[src/rtl/cpu_pkg.sv]
// Shared definitions for the EX-stage integer divide unit.
// Holds op encodings, the sequencer state encoding and the default datapath width.
// No logic; only types, constants and small decode helpers.
package cpu_pkg;

  localparam int DIV_WIDTH = 32;

  typedef enum logic [1:0] {
    DIV_OP_DIVW  = 2'b00,
    DIV_OP_MODW  = 2'b01,
    DIV_OP_DIVWU = 2'b10,
    DIV_OP_MODWU = 2'b11
  } div_op_e;

  typedef enum logic [1:0] {
    IDLE = 2'b00,
    CALC = 2'b01,
    DONE = 2'b10
  } div_state_e;

  // Bit 1 of the op selects unsigned, bit 0 selects remainder.
  function automatic logic op_is_signed(input logic [1:0] op);
    return ~op[1];
  endfunction

  function automatic logic op_is_mod(input logic [1:0] op);
    return op[0];
  endfunction

endpackage

[src/rtl/div_core_u32.sv]
// Unsigned radix-2 restoring divide datapath: one quotient bit per step.
// Latency: WIDTH steps after load; uq/ur show the values the current step produces.
// No backpressure; the sequencer decides when to load and step.
import cpu_pkg::*;

module div_core_u32 #(
  parameter int WIDTH = DIV_WIDTH
) (
  input  logic             clk,
  input  logic             resetn,
  input  logic             load,
  input  logic             step,
  input  logic [WIDTH-1:0] a,
  input  logic [WIDTH-1:0] b,
  output logic [WIDTH-1:0] uq,
  output logic [WIDTH-1:0] ur
);

  logic [WIDTH-1:0] rem_q;
  logic [WIDTH-1:0] quo_q;
  logic [WIDTH-1:0] dvs_q;
  logic [WIDTH:0]   trial;
  logic [WIDTH:0]   diff;
  logic             take;

  // Shift the next dividend bit into the partial remainder and trial-subtract.
  // A clear top bit of diff means no borrow, so the divisor fits.
  // The step result is exposed combinationally so the sequencer can register
  // the final answer on the same edge as the last step.
  always_comb begin
    trial = {rem_q, quo_q[WIDTH-1]};
    diff  = trial - {1'b0, dvs_q};
    take  = ~diff[WIDTH];
    ur    = take ? diff[WIDTH-1:0] : trial[WIDTH-1:0];
    uq    = {quo_q[WIDTH-2:0], take};
  end

  // Load the operands, then commit one iteration per step.
  always_ff @(posedge clk or negedge resetn) begin
    if (!resetn) begin
      rem_q <= '0;
      quo_q <= '0;
      dvs_q <= '0;
    end else if (load) begin
      rem_q <= '0;
      quo_q <= a;
      dvs_q <= b;
    end else if (step) begin
      rem_q <= ur;
      quo_q <= uq;
    end
  end

endmodule

[src/rtl/div_ctrl.sv]
// Divide sequencer for div.w/mod.w/div.wu/mod.wu: sign handling, handshakes, flush.
// Latency: res_valid rises exactly WIDTH edges after the accepting edge.
// Holds the result while res_ready is low; accepts only in IDLE; cancel aborts.
import cpu_pkg::*;

module div_ctrl #(
  parameter int WIDTH = DIV_WIDTH
) (
  input  logic             clk,
  input  logic             resetn,
  input  logic             req_valid,
  output logic             req_ready,
  input  logic [1:0]       req_op,
  input  logic [WIDTH-1:0] src1,
  input  logic [WIDTH-1:0] src2,
  input  logic             cancel,
  output logic             res_valid,
  input  logic             res_ready,
  output logic [WIDTH-1:0] result,
  output logic             busy
);

  localparam int            CW   = $clog2(WIDTH);
  localparam logic [CW-1:0] LAST = CW'(WIDTH - 1);

  div_state_e       state;
  div_state_e       state_nxt;
  logic [CW-1:0]    cnt;
  logic [1:0]       op_q;
  logic             neg_q;
  logic             neg_r;
  logic             div0_q;
  logic [WIDTH-1:0] a_raw_q;

  logic             accept;
  logic             step;
  logic             last_step;
  logic             req_signed;
  logic [WIDTH-1:0] abs_a;
  logic [WIDTH-1:0] abs_b;
  logic [WIDTH-1:0] uq;
  logic [WIDTH-1:0] ur;
  logic [WIDTH-1:0] fixed_res;

  // Handshake qualifiers and operand magnitudes; cancel always wins.
  always_comb begin
    accept     = (state == IDLE) && req_valid && !cancel;
    step       = (state == CALC) && !cancel;
    last_step  = step && (cnt == LAST);
    req_signed = op_is_signed(req_op);
    abs_a      = (req_signed && src1[WIDTH-1]) ? -src1 : src1;
    abs_b      = (req_signed && src2[WIDTH-1]) ? -src2 : src2;
  end

  div_core_u32 #(.WIDTH(WIDTH)) u_core (
    .clk    (clk),
    .resetn (resetn),
    .load   (accept),
    .step   (step),
    .a      (abs_a),
    .b      (abs_b),
    .uq     (uq),
    .ur     (ur)
  );

  // Sign-correct the final step's output; divide-by-zero bypasses correction.
  always_comb begin
    fixed_res = '0;
    if (div0_q) begin
      fixed_res = op_is_mod(op_q) ? a_raw_q : '1;
    end else if (op_is_mod(op_q)) begin
      fixed_res = neg_r ? -ur : ur;
    end else begin
      fixed_res = neg_q ? -uq : uq;
    end
  end

  // State register.
  always_ff @(posedge clk or negedge resetn) begin
    if (!resetn) state <= IDLE;
    else         state <= state_nxt;
  end

  // Next-state logic.
  always_comb begin
    state_nxt = state;
    case (state)
      IDLE:    if (accept) state_nxt = CALC;
      CALC:    if (cancel) state_nxt = IDLE;
               else if (last_step) state_nxt = DONE;
      DONE:    if (cancel || res_ready) state_nxt = IDLE;
      default: state_nxt = IDLE;
    endcase
  end

  // Outputs decoded from state.
  always_comb begin
    req_ready = (state == IDLE);
    busy      = (state != IDLE);
    res_valid = (state == DONE);
  end

  // Operand side-info captured at accept, iteration count, and the result hold register.
  always_ff @(posedge clk or negedge resetn) begin
    if (!resetn) begin
      cnt     <= '0;
      op_q    <= DIV_OP_DIVW;
      neg_q   <= 1'b0;
      neg_r   <= 1'b0;
      div0_q  <= 1'b0;
      a_raw_q <= '0;
      result  <= '0;
    end else begin
      if (accept) begin
        cnt     <= '0;
        op_q    <= req_op;
        neg_q   <= req_signed && (src1[WIDTH-1] ^ src2[WIDTH-1]);
        neg_r   <= req_signed && src1[WIDTH-1];
        div0_q  <= (src2 == '0);
        a_raw_q <= src1;
      end else if (step) begin
        cnt <= cnt + CW'(1);
      end
      if (last_step) result <= fixed_res;
    end
  end

endmodule

[config.mk]
export PLATFORM = sky130hd
export DESIGN_NAME = div_ctrl
export DESIGN_NICKNAME = d
export VERILOG_FILES = /design/src/rtl/cpu_pkg.sv /design/src/rtl/div_core_u32.sv /design/src/rtl/div_ctrl.sv
export SDC_FILE = /design/constraint.sdc
export NUM_CORES = 1
export LEC_CHECK = 0
export ABC_AREA = 1
export CELL_PAD_IN_SITES_DETAIL_PLACEMENT = 0
export CELL_PAD_IN_SITES_GLOBAL_PLACEMENT = 2
export CORE_MARGIN = 2
export CORE_UTILIZATION = 36
export CTS_BUF_LIST = sky130_fd_sc_hd__clkbuf_8
export DETAILED_ROUTE_END_ITERATION = 12
export GPL_ROUTABILITY_DRIVEN = 0
export HOLD_SLACK_MARGIN = 0.03
export PLACE_DENSITY = 0.95
export SYNTH_ARGS = -nofsm -noshare
export SYNTH_HDL_FRONTEND = slang
export SYNTH_SLANG_ARGS = --single-unit
export TNS_END_PERCENT = 50
[constraint.sdc]
create_clock -name clk -period 6.1 [get_ports clk]
set_clock_uncertainty 0.1 [all_clocks]
set_input_delay 0.915 -clock clk [delete_from_list [all_inputs] [get_ports clk]]
set_output_delay 0.915 -clock clk [all_outputs]
set_load 0.01 [all_outputs]
# Word level (Yosys, flattened, before mapping)

Cells that the tools add are included.

$add $sub $neg: 6
Equality and inequality tests: 6
Muxes and demuxes: 19
Bitwise logic cells: 3
Reduce and logical (&&, ||, !) cells: 14

Operator list:

| kind                                                  | count |
|---|---|
| two-way mux 32 bit                                    | 12 |
| negation 32 bit                                       | 4 |
| subtractor 33 x 32 -> 33 bit                          | 1 |
| logical NOT 32 bit                                    | 1 |
| two-way mux 5 bit                                     | 2 |
| two-way mux 2 bit                                     | 4 |
| logical AND 1 bit                                     | 7 |
| case mux 2 bit (3 select lines)                       | 1 |
| adder 5 x 1 -> 5 bit, second input constant           | 1 |
| equality test 5 bit, second input constant            | 1 |
| inequality test 2 x 1 -> 1 bit, second input constant | 2 |
| nonzero test 2 bit                                    | 2 |
| inequality test 3 bit, second input constant          | 1 |
| AND reduction 3 bit                                   | 1 |
| equality test 2 x 1 -> 1 bit, second input constant   | 1 |
| equality test 2 bit, second input constant            | 1 |
| logical NOT 2 bit                                     | 1 |
| NOT 1 bit                                             | 2 |
| logical NOT 1 bit                                     | 1 |
| logical OR 1 bit                                      | 1 |
| bitwise XOR 1 bit                                     | 1 |

Register bits after elaboration: 171
Input bits: 71
Word-level logic and storage cells: 59

# Logic depth before layout (Yosys ltp)

Gate-level depths: netlist of the first run.

Depth in word-level cells: 6
Mapped depth: 32
Mapped depth without buffers: 30

# Modules after synthesis

From an unflattened synthesis of the first run, not the netlist that was laid out.

Cells, all modules: 2321
Area total of the unflattened synthesis: 14501.4 um^2

Modules (own cells, without submodules):

| module       | times used | cells an instance | area an instance (um^2) | sequential area each (um^2) |
|---|---|---|---|---|
| div_core_u32 | 1          | 1135              | 7313.3                  | 2402.3 |
| div_ctrl     | 1          | 1186              | 7188.1                  | 1876.8 |

# Least setup slack after synthesis of the first run

Ideal clock, no wire load.

Path type: register to register
Start point: reg u_core.quo_q[31]
End point: reg result[30]
Library setup time: 116 ps
Data arrival time: 3845 ps
Required time: 5884 ps
Slack: 2038 ps
Cell stages (with the launch flop): 32
Buffers on the path: 2
Period minus slack after synthesis: 4062 ps
Cells stage by stage: dfrtp_1 inv_1 ha_1 inv_1 fa_1 nand2_1 nand2_1 nand3_1 nand2_2 nand2_1 nand2_2 nand2_4 nand3_2 nand2_4 buf_6 buf_4 ha_1 nand3_1 nor3_1 nand3_1 nor3_2 nand2_1 nor2_1 nor2_1 nor2_1 o21ai_1 nor2_1 nand2_1 a31oi_1 nand2_1 nand2_1 nand2_1

Longest elaborated chain between the ends: 6
Elaborated cells between the ends (all ways): 9
Those cells by class: add/sub (3); mux (5); bitwise (1)

Ends and longest elaborated chain:

| what                                            | line                                   | text |
|---|---|---|
| start, declared                                 | div_core_u32.sv:20                     | `logic [WIDTH-1:0] quo_q;` |
| start signal, assigned                          | div_core_u32.sv:50                     | `quo_q <= uq;` |
| subtractor 33 x 32 -> 33 bit                    | div_core_u32.sv:32                     | `diff = trial - {1'b0, dvs_q};` |
| two-way mux 32 bit or NOT 1 bit (tied branches) | div_core_u32.sv:34, div_core_u32.sv:33 |  |
| negation 32 bit, on equally long branches       | div_ctrl.sv:72, div_ctrl.sv:74         |  |
| two-way mux 32 bit, on equally long branches    | div_ctrl.sv:72, div_ctrl.sv:74         |  |
| two-way mux 32 bit (*)                          | div_ctrl.sv:71                         | `end else if (op_is_mod(op_q)) begin` |
| two-way mux 32 bit (*)                          | div_ctrl.sv:69                         | `if (div0_q) begin` |
| end signal, assigned                            | div_ctrl.sv:124                        | `if (last_step) result <= fixed_res;` |
| end, declared                                   | div_ctrl.sv:19                         | `output logic [WIDTH-1:0] result,` |

Every way passes the cells marked *; elsewhere a longest branch is shown, timed or not.
A chain may end at the register's enable or synchronous reset.

# Final worst setup path of the first run

Start point: reg u_core.quo_q[31]
End point: reg result[26]

The elaborated chain is that of the path after synthesis.

==> impl_metrics.yaml, run 1 <==
status:
  status: "complete, no violations"
finish:
  stdcell_area_um2: 15480
  drive_above_1_share_pct: 7.064
  nets: 2263
  fillerInstances: 4039
  antenna_cells: 0
  fin_util_pct: 41.38
  syn2layout_area_growth_pct: 13.77
critical_path:
  regToRegSetupSlack_ns: 1.19
  cp_data_required_time_ns: 6.41
  rr_endpoint: "result[26]"
  cp-end-kind: "register"
  arrival_ns: 5.21
  crit_path_max_fanout: 51
  cp-startpoint: "u_core.quo_q[31]"
  r2r-start: "u_core.quo_q[31]"
  slowest_delay_ns: 0.47
  start_kind: "register"
  crit_path_top_delay_cell: "nand2_4"
  cp_common_cell: "nand2_1"
  path_class: "reg -> reg"
  worst-r2r-cell-count: 29
placed_design:
  dpl_worst_slack_ns: 1.293
  dpl_cell_area_um2: 15060
  port_buffers: 105
  hpwl_um: 37910
detailed_routing:
  drt-pass1-iter-count: 5
  ant_nets: 0
  first_iter_violations: 1115
  via_per_inst: 5.223
  drc: 0
  wl_per_cell_um: 18.12
  wirelength_um: 48520
  vias: 13980
timing:
  whs_ns: 0.3359
  timing.fmax_mhz: 203.9
  slew_violations: 0
  finalSetupViolations: 0
  rsz0062_at_grt: "no"
  finalSetupTns_ns: 0
  fin_crit_ns: 4.905
  slew_headroom_pct: 37.46
  final.period_utilization_pct: 80.41
  hold_viol: 0
  worst_slew_pin_slew_ns: 0.9283
  fin_ws_ns: 1.195
synthesis:
  seq_area_frac_synth_pct: 31.46
  syn_nets: 2201
  synth_top_cell_area_share_pct: 31.46
  yosys-top-cells-count: "nand2_1, inv_1, nor2_1, dfrtp_1, o21ai_0"
  async_flop_share_pct: 100.0
  synth_edf_count: 0
  synthCells: 2091
  synth_area_um2: 13600
  yosysWarnings: 0
  synthTopCellsByArea: "dfrtp_1, nand2_1, inv_1"
  yosysMostFrequentCell: "nand2_1"
  synth_top_area_cell: "dfrtp_1"
  synth_seq_cells: 171
  syn_area_per_cell_um2: 6.506
  ys_types: 55
  synthFlopType: "dfrtp_1"
clock_tree:
  cts_buffer_depth: 2
  clk_latency_ns: 0.51
  postCtsHoldBufs: 0
  cts-buffers-inserted: 17
  cts_resized: 0
  path_clk_slew_ns: 0.11
  post-cts-setup-buffers: 0
  h-tree-depth: 4
  cts_root_buf: "clkbuf_8"
  cts_tree: "built"
  clock_sinks: 171
pwr:
  ir_drop_mv: 0.2264
  p_per_area_nw_per_um2: 445.5
  leakage_nw: 7.633
die:
  die-area_um2: 39360
  die_w_um: 198.4
  start_util_pct: 36.37
  core_um2: 37400
  die_h_um: 198.4
  pin_count: 106
  placementRows: 71
run:
  maxCapViolations: 0
global_route:
  antenna_found_initial: 0
  grt_pass1_wl_um: 75560
  grt_pass1_vias: 13170
  track_usage_pct: 25.18
  grt.overflow.total: 0
  grt_max_degree: 92
min_path:
  min_path_type: "in -> async"
==> registers in the layout, indices dropped and copies added, names as in the netlist <==
signal	flops
div0_q	1
state	2
neg_r	1
u_core.dvs_q	32
u_core.rem_q	32
u_core.quo_q	32
a_raw_q	32
result	32
neg_q	1
op_q	1
cnt	5
==> where the power goes <==
part	internal (mW)	switching [mW]	total, mW
Sequential	1.37	0.240	1.61
Clock	0.380	0.508	0.888
Combinational	1.34	3.05	4.40
Total	3.09	3.80	6.89
==> layout by cell type (no fill, tap or decap), types with 9 or more instances in the layout <==
| cell | instances |
|---|---|
| inv_1 | 259 |
| nand3_1 | 121 |
| o221ai_1 | 13 |
| nand2_2 | 30 |
| dfrtp_1 | 171 |
| nand4_1 | 23 |
| nand2_1 | 620 |
| o211ai_1 | 20 |
| clkbuf_8 | 17 |
| o21ai_1 | 14 |
| a31oi_1 | 16 |
| ha_1 | 38 |
| a21oi_1 | 78 |
| clkdlybuf4s50_1 | 104 |
| nand2_4 | 9 |
| buf_4 | 15 |
| xor2_1 | 33 |
| o22ai_1 | 23 |
| inv_2 | 17 |
| o21ai_2 | 15 |
| o21ai_0 | 163 |
| nor3_1 | 41 |
| nor2_1 | 195 |
| xnor2_1 | 15 |
==> per-stage QoR <==
step,cells,total power [mW]
2_1_floorplan,2091,4.823
6_report,2677,6.895
3_3_place_gp,2645,5.934
5_1_grt,2677,7.519
3_5_place_dp,2645,5.965
4_1_cts,2677,6.866
==> metal layers <==
| metal | GRT usage, % | vias to the layer above | wire (µm) | part of all wire (%) |
|---|---|---|---|---|
| met4 | 5.764 | 0 | 832 | 1.7 |
| met3 | 4.713 | 45 | 2748 | 5.7 |
| met2 | 38.91 | 385 | 21510 | 44 |
| li1 | - | 6931 | - | - |
| met1 | 36.32 | 6622 | 23430 | 48 |
| met5 | 0 | - | 0 | 0 |
==> cells by family after synthesis <==
kind of cell,count (synthesis),synth area share (%)
buf+inv,358,10.46
fa+ha+maj,39,3.642
flops,171,31.46
compound gates,389,16.92
xor+xnor,48,3.091
simple gates,1086,34.44
==> area by class of cell <==
cell class	count	area, µm²	area share (%)
Clock buffer	17	234.0	1.512
Clock inverter	15	185.2	1.197
Inverter	281	1055	6.815
Multi-Input combinational cell	1562	7919	51.17
Sequential cell	171	4279	27.65
Tap cell	511	639.4	4.131
Timing Repair Buffer	120	1165	7.527
==> worst max-delay path, delay by kind of cell (launching register included) <==
family | cells | cell delay, ns
simple gates | 21 | 2.86
fa+ha+maj | 3 | 0.86
flops | 1 | 0.40
compound gates | 3 | 0.38
buf+inv | 2 | 0.14
==> worst max-delay path by stage <==
stage | end | slack [ns] | cells past startpoint
after floorplan | result[30] | 2.04 | 31
after global placement | result[30] | 1.35 | 29
after detailed placement | result[30] | 1.29 | 29
after CTS | result[30] | 1.25 | 29
after global routing | result[30] | 0.60 | 29
final | result[26] | 1.19 | 29
No activity file was read; power rests on OpenSTA's default activity.
==> inputs of run 2 (changes only) <==
--- a/config.mk
+++ b/config.mk
@@ -9,12 +9,12 @@
 export CELL_PAD_IN_SITES_DETAIL_PLACEMENT = 0
 export CELL_PAD_IN_SITES_GLOBAL_PLACEMENT = 2
 export CORE_MARGIN = 2
-export CORE_UTILIZATION = 36
+export CORE_UTILIZATION = 31
 export CTS_BUF_LIST = sky130_fd_sc_hd__clkbuf_8
 export DETAILED_ROUTE_END_ITERATION = 12
 export GPL_ROUTABILITY_DRIVEN = 0
 export HOLD_SLACK_MARGIN = 0.03
-export PLACE_DENSITY = 0.95
+export PLACE_DENSITY = 0.87
 export SYNTH_ARGS = -nofsm -noshare
 export SYNTH_HDL_FRONTEND = slang
 export SYNTH_SLANG_ARGS = --single-unit
==> constraint.sdc (replaced) <==
create_clock -name clk -period 4 [get_ports clk]
set_clock_uncertainty 0.1 [all_clocks]
set_input_delay 0.6 -clock clk [delete_from_list [all_inputs] [get_ports clk]]
set_output_delay 0.6 -clock clk [all_outputs]
set_load 0.01 [all_outputs]
==> run 2 against run 1 <==
Non-clock buffer count is 65 higher. Total power is 61% higher. Design area is 4.7% higher. Sequential cell count stayed put.
==> impl_metrics.yaml, run 2 (synthesized netlist as in run 1, its figures left out) <==
status:
  status: "complete, no violations"
timing:
  hold_viol: 0
  final.period_utilization_pct: 92.99
  slew_violations: 0
  fin_crit_ns: 3.720
  timing.fmax_mhz: 268.9
  finalSetupTns_ns: 0
  worst_slew_pin_slew_ns: 0.9217
  slew_headroom_pct: 38.56
  finalSetupViolations: 0
placed_design:
  hpwl_um: 40060
  dpl_cell_area_um2: 15680
  port_buffers: 105
detailed_routing:
  vias: 14210
  first_iter_violations: 1066
  ant_nets: 0
  wirelength_um: 50920
  via_per_inst: 5.043
  drc: 0
  wl_per_cell_um: 18.08
  drt-pass1-iter-count: 6
pwr:
  p_per_area_nw_per_um2: 684.8
  seq_power_share_pct: 22.3
  clkPwrFrac_pct: 11.9
  intPower_mw: 5.107
  ir_drop_mv: 0.3862
  leakage_nw: 7.973
  combinationalPowerShare_pct: 65.9
  switchingPower_mw: 5.986
  p_sw_share_pct: 53.96
critical_path:
  regToRegSetupSlack_ns: 0.28
  cp_common_cell: "nand2_1"
  cp_data_required_time_ns: 4.39
  cp-end-kind: "register"
  crit_buf_inv: 3
  crit_family: "simple AND/OR/NAND/NOR gates"
  slowest_delay_ns: 0.41
  crit_path_top_delay_cell: "dfrtp_1"
  crit_path_max_fanout: 3
  arrival_ns: 4.11
  path_class: "reg -> reg"
  start_kind: "register"
die:
  start_util_pct: 31.51
  pin_count: 106
  die-area_um2: 45570
  die_w_um: 213.5
  core_um2: 43170
  die_h_um: 213.5
  placementRows: 76
global_route:
  antenna_found_initial: 5
  grt_pass1_wl_um: 79590
  grt.overflow.total: 0
  track_usage_pct: 22.98
  grt_pass1_vias: 13660
  grt_max_degree: 80
clock_tree:
  cts_root_buf: "clkbuf_8"
  cts_buffer_depth: 2
  clk_latency_ns: 0.54
  cts-buffers-inserted: 17
  cts_tree: "built"
  h-tree-depth: 4
  path_clk_slew_ns: 0.11
  clock_sinks: 171
finish:
  syn2layout_area_growth_pct: 19.09
  final_cell_mix: "nand2_1, inv_1, nor2_1"
  final_common_cell: "nand2_1"
  stdcell_area_um2: 16200
  nets: 2328
  drive_above_1_share_pct: 10.67
min_path:
  min_path_type: "reg -> reg"
run:
  maxCapViolations: 0
-- run 2: path summary, 6_finish.rpt --
check / start / endpoint / depth (start not counted)
worst min register to register: result[21] / result[21] / 2
min in group asynchronous: resetn / result[9] / 2
max in group asynchronous: resetn / u_core.dvs_q[29] / 3
worst max register to register: u_core.quo_q[31] / result[22] / 29
worst min-delay path: result[21] / result[21] / 2
worst max-delay path: u_core.quo_q[31] / result[22] / 29
-- run 2: final cells by class --
class	instances	area [µm²]
Fill cell	4743	26970
Multi-Input combinational cell	1562	8021
Sequential cell	171	4279
Timing Repair Buffer	185	1717
Inverter	281	1055
Tap cell	585	732.0
Clock buffer	19	261.5
Clock inverter	13	132.6
Antenna cell	1	2.502
-- run 2: power by group through the flow --
| stage | clock (mW) | sequential [mW] | combinational [mW] |
|---|---|---|---|
| after global placement | 0 | 2.48 | 7.10 |
| final | 1.32 | 2.47 | 7.31 |
| after floorplan | 0 | 2.33 | 5.04 |
| after CTS | 1.34 | 2.46 | 7.18 |
| after global routing | 1.40 | 2.52 | 8.20 |
| after detailed placement | 0 | 2.50 | 7.14 |
-- run 2: metrics by stage --
stage               power (mW)  instances  worst slack (ns)  util (%)  hold WS [ns]
finish                   11.09       2817            0.2805     37.53        0.3920
global route             12.12       2817         -0.007553     37.53        0.4126
CTS                      10.98       2813           0.06108     37.26        0.3952
detailed placement       9.633       2780         0.0001994     36.32        0.3654
global placement         9.584       2780           0.02315     36.32        0.3640
floorplan                7.376       2091          -0.01586         -        0.2044
-- run 2: per-layer routing --
layer / wire length [µm] / share of wire, % / track usage [%]
met3: 2674 / 5.3 / 3.500
met5: 9 / 0.018 / 1.293
met2: 22720 / 45 / 35.55
met1: 24590 / 48 / 33.04
met4: 922 / 1.8 / 6.513
-- run 2: worst register-to-register path, delay by kind of cell, from the launching register on --
kind	cells	cell delay (ns)
DFF	1	0.41
buffers and inverters	3	0.25
adders and majority gates	3	0.62
and+or+nand+nor	21	2.01
AOI/OAI and AO/OA	2	0.30
-- run 2: repair_timing --
action,CTS,global route
endpoints found under the setup margin,2,19
hold endpoints to repair,22,0
setup buffers,0,3
gates resized for setup,1,23
hold buffers,1,0
pin swaps,1,11
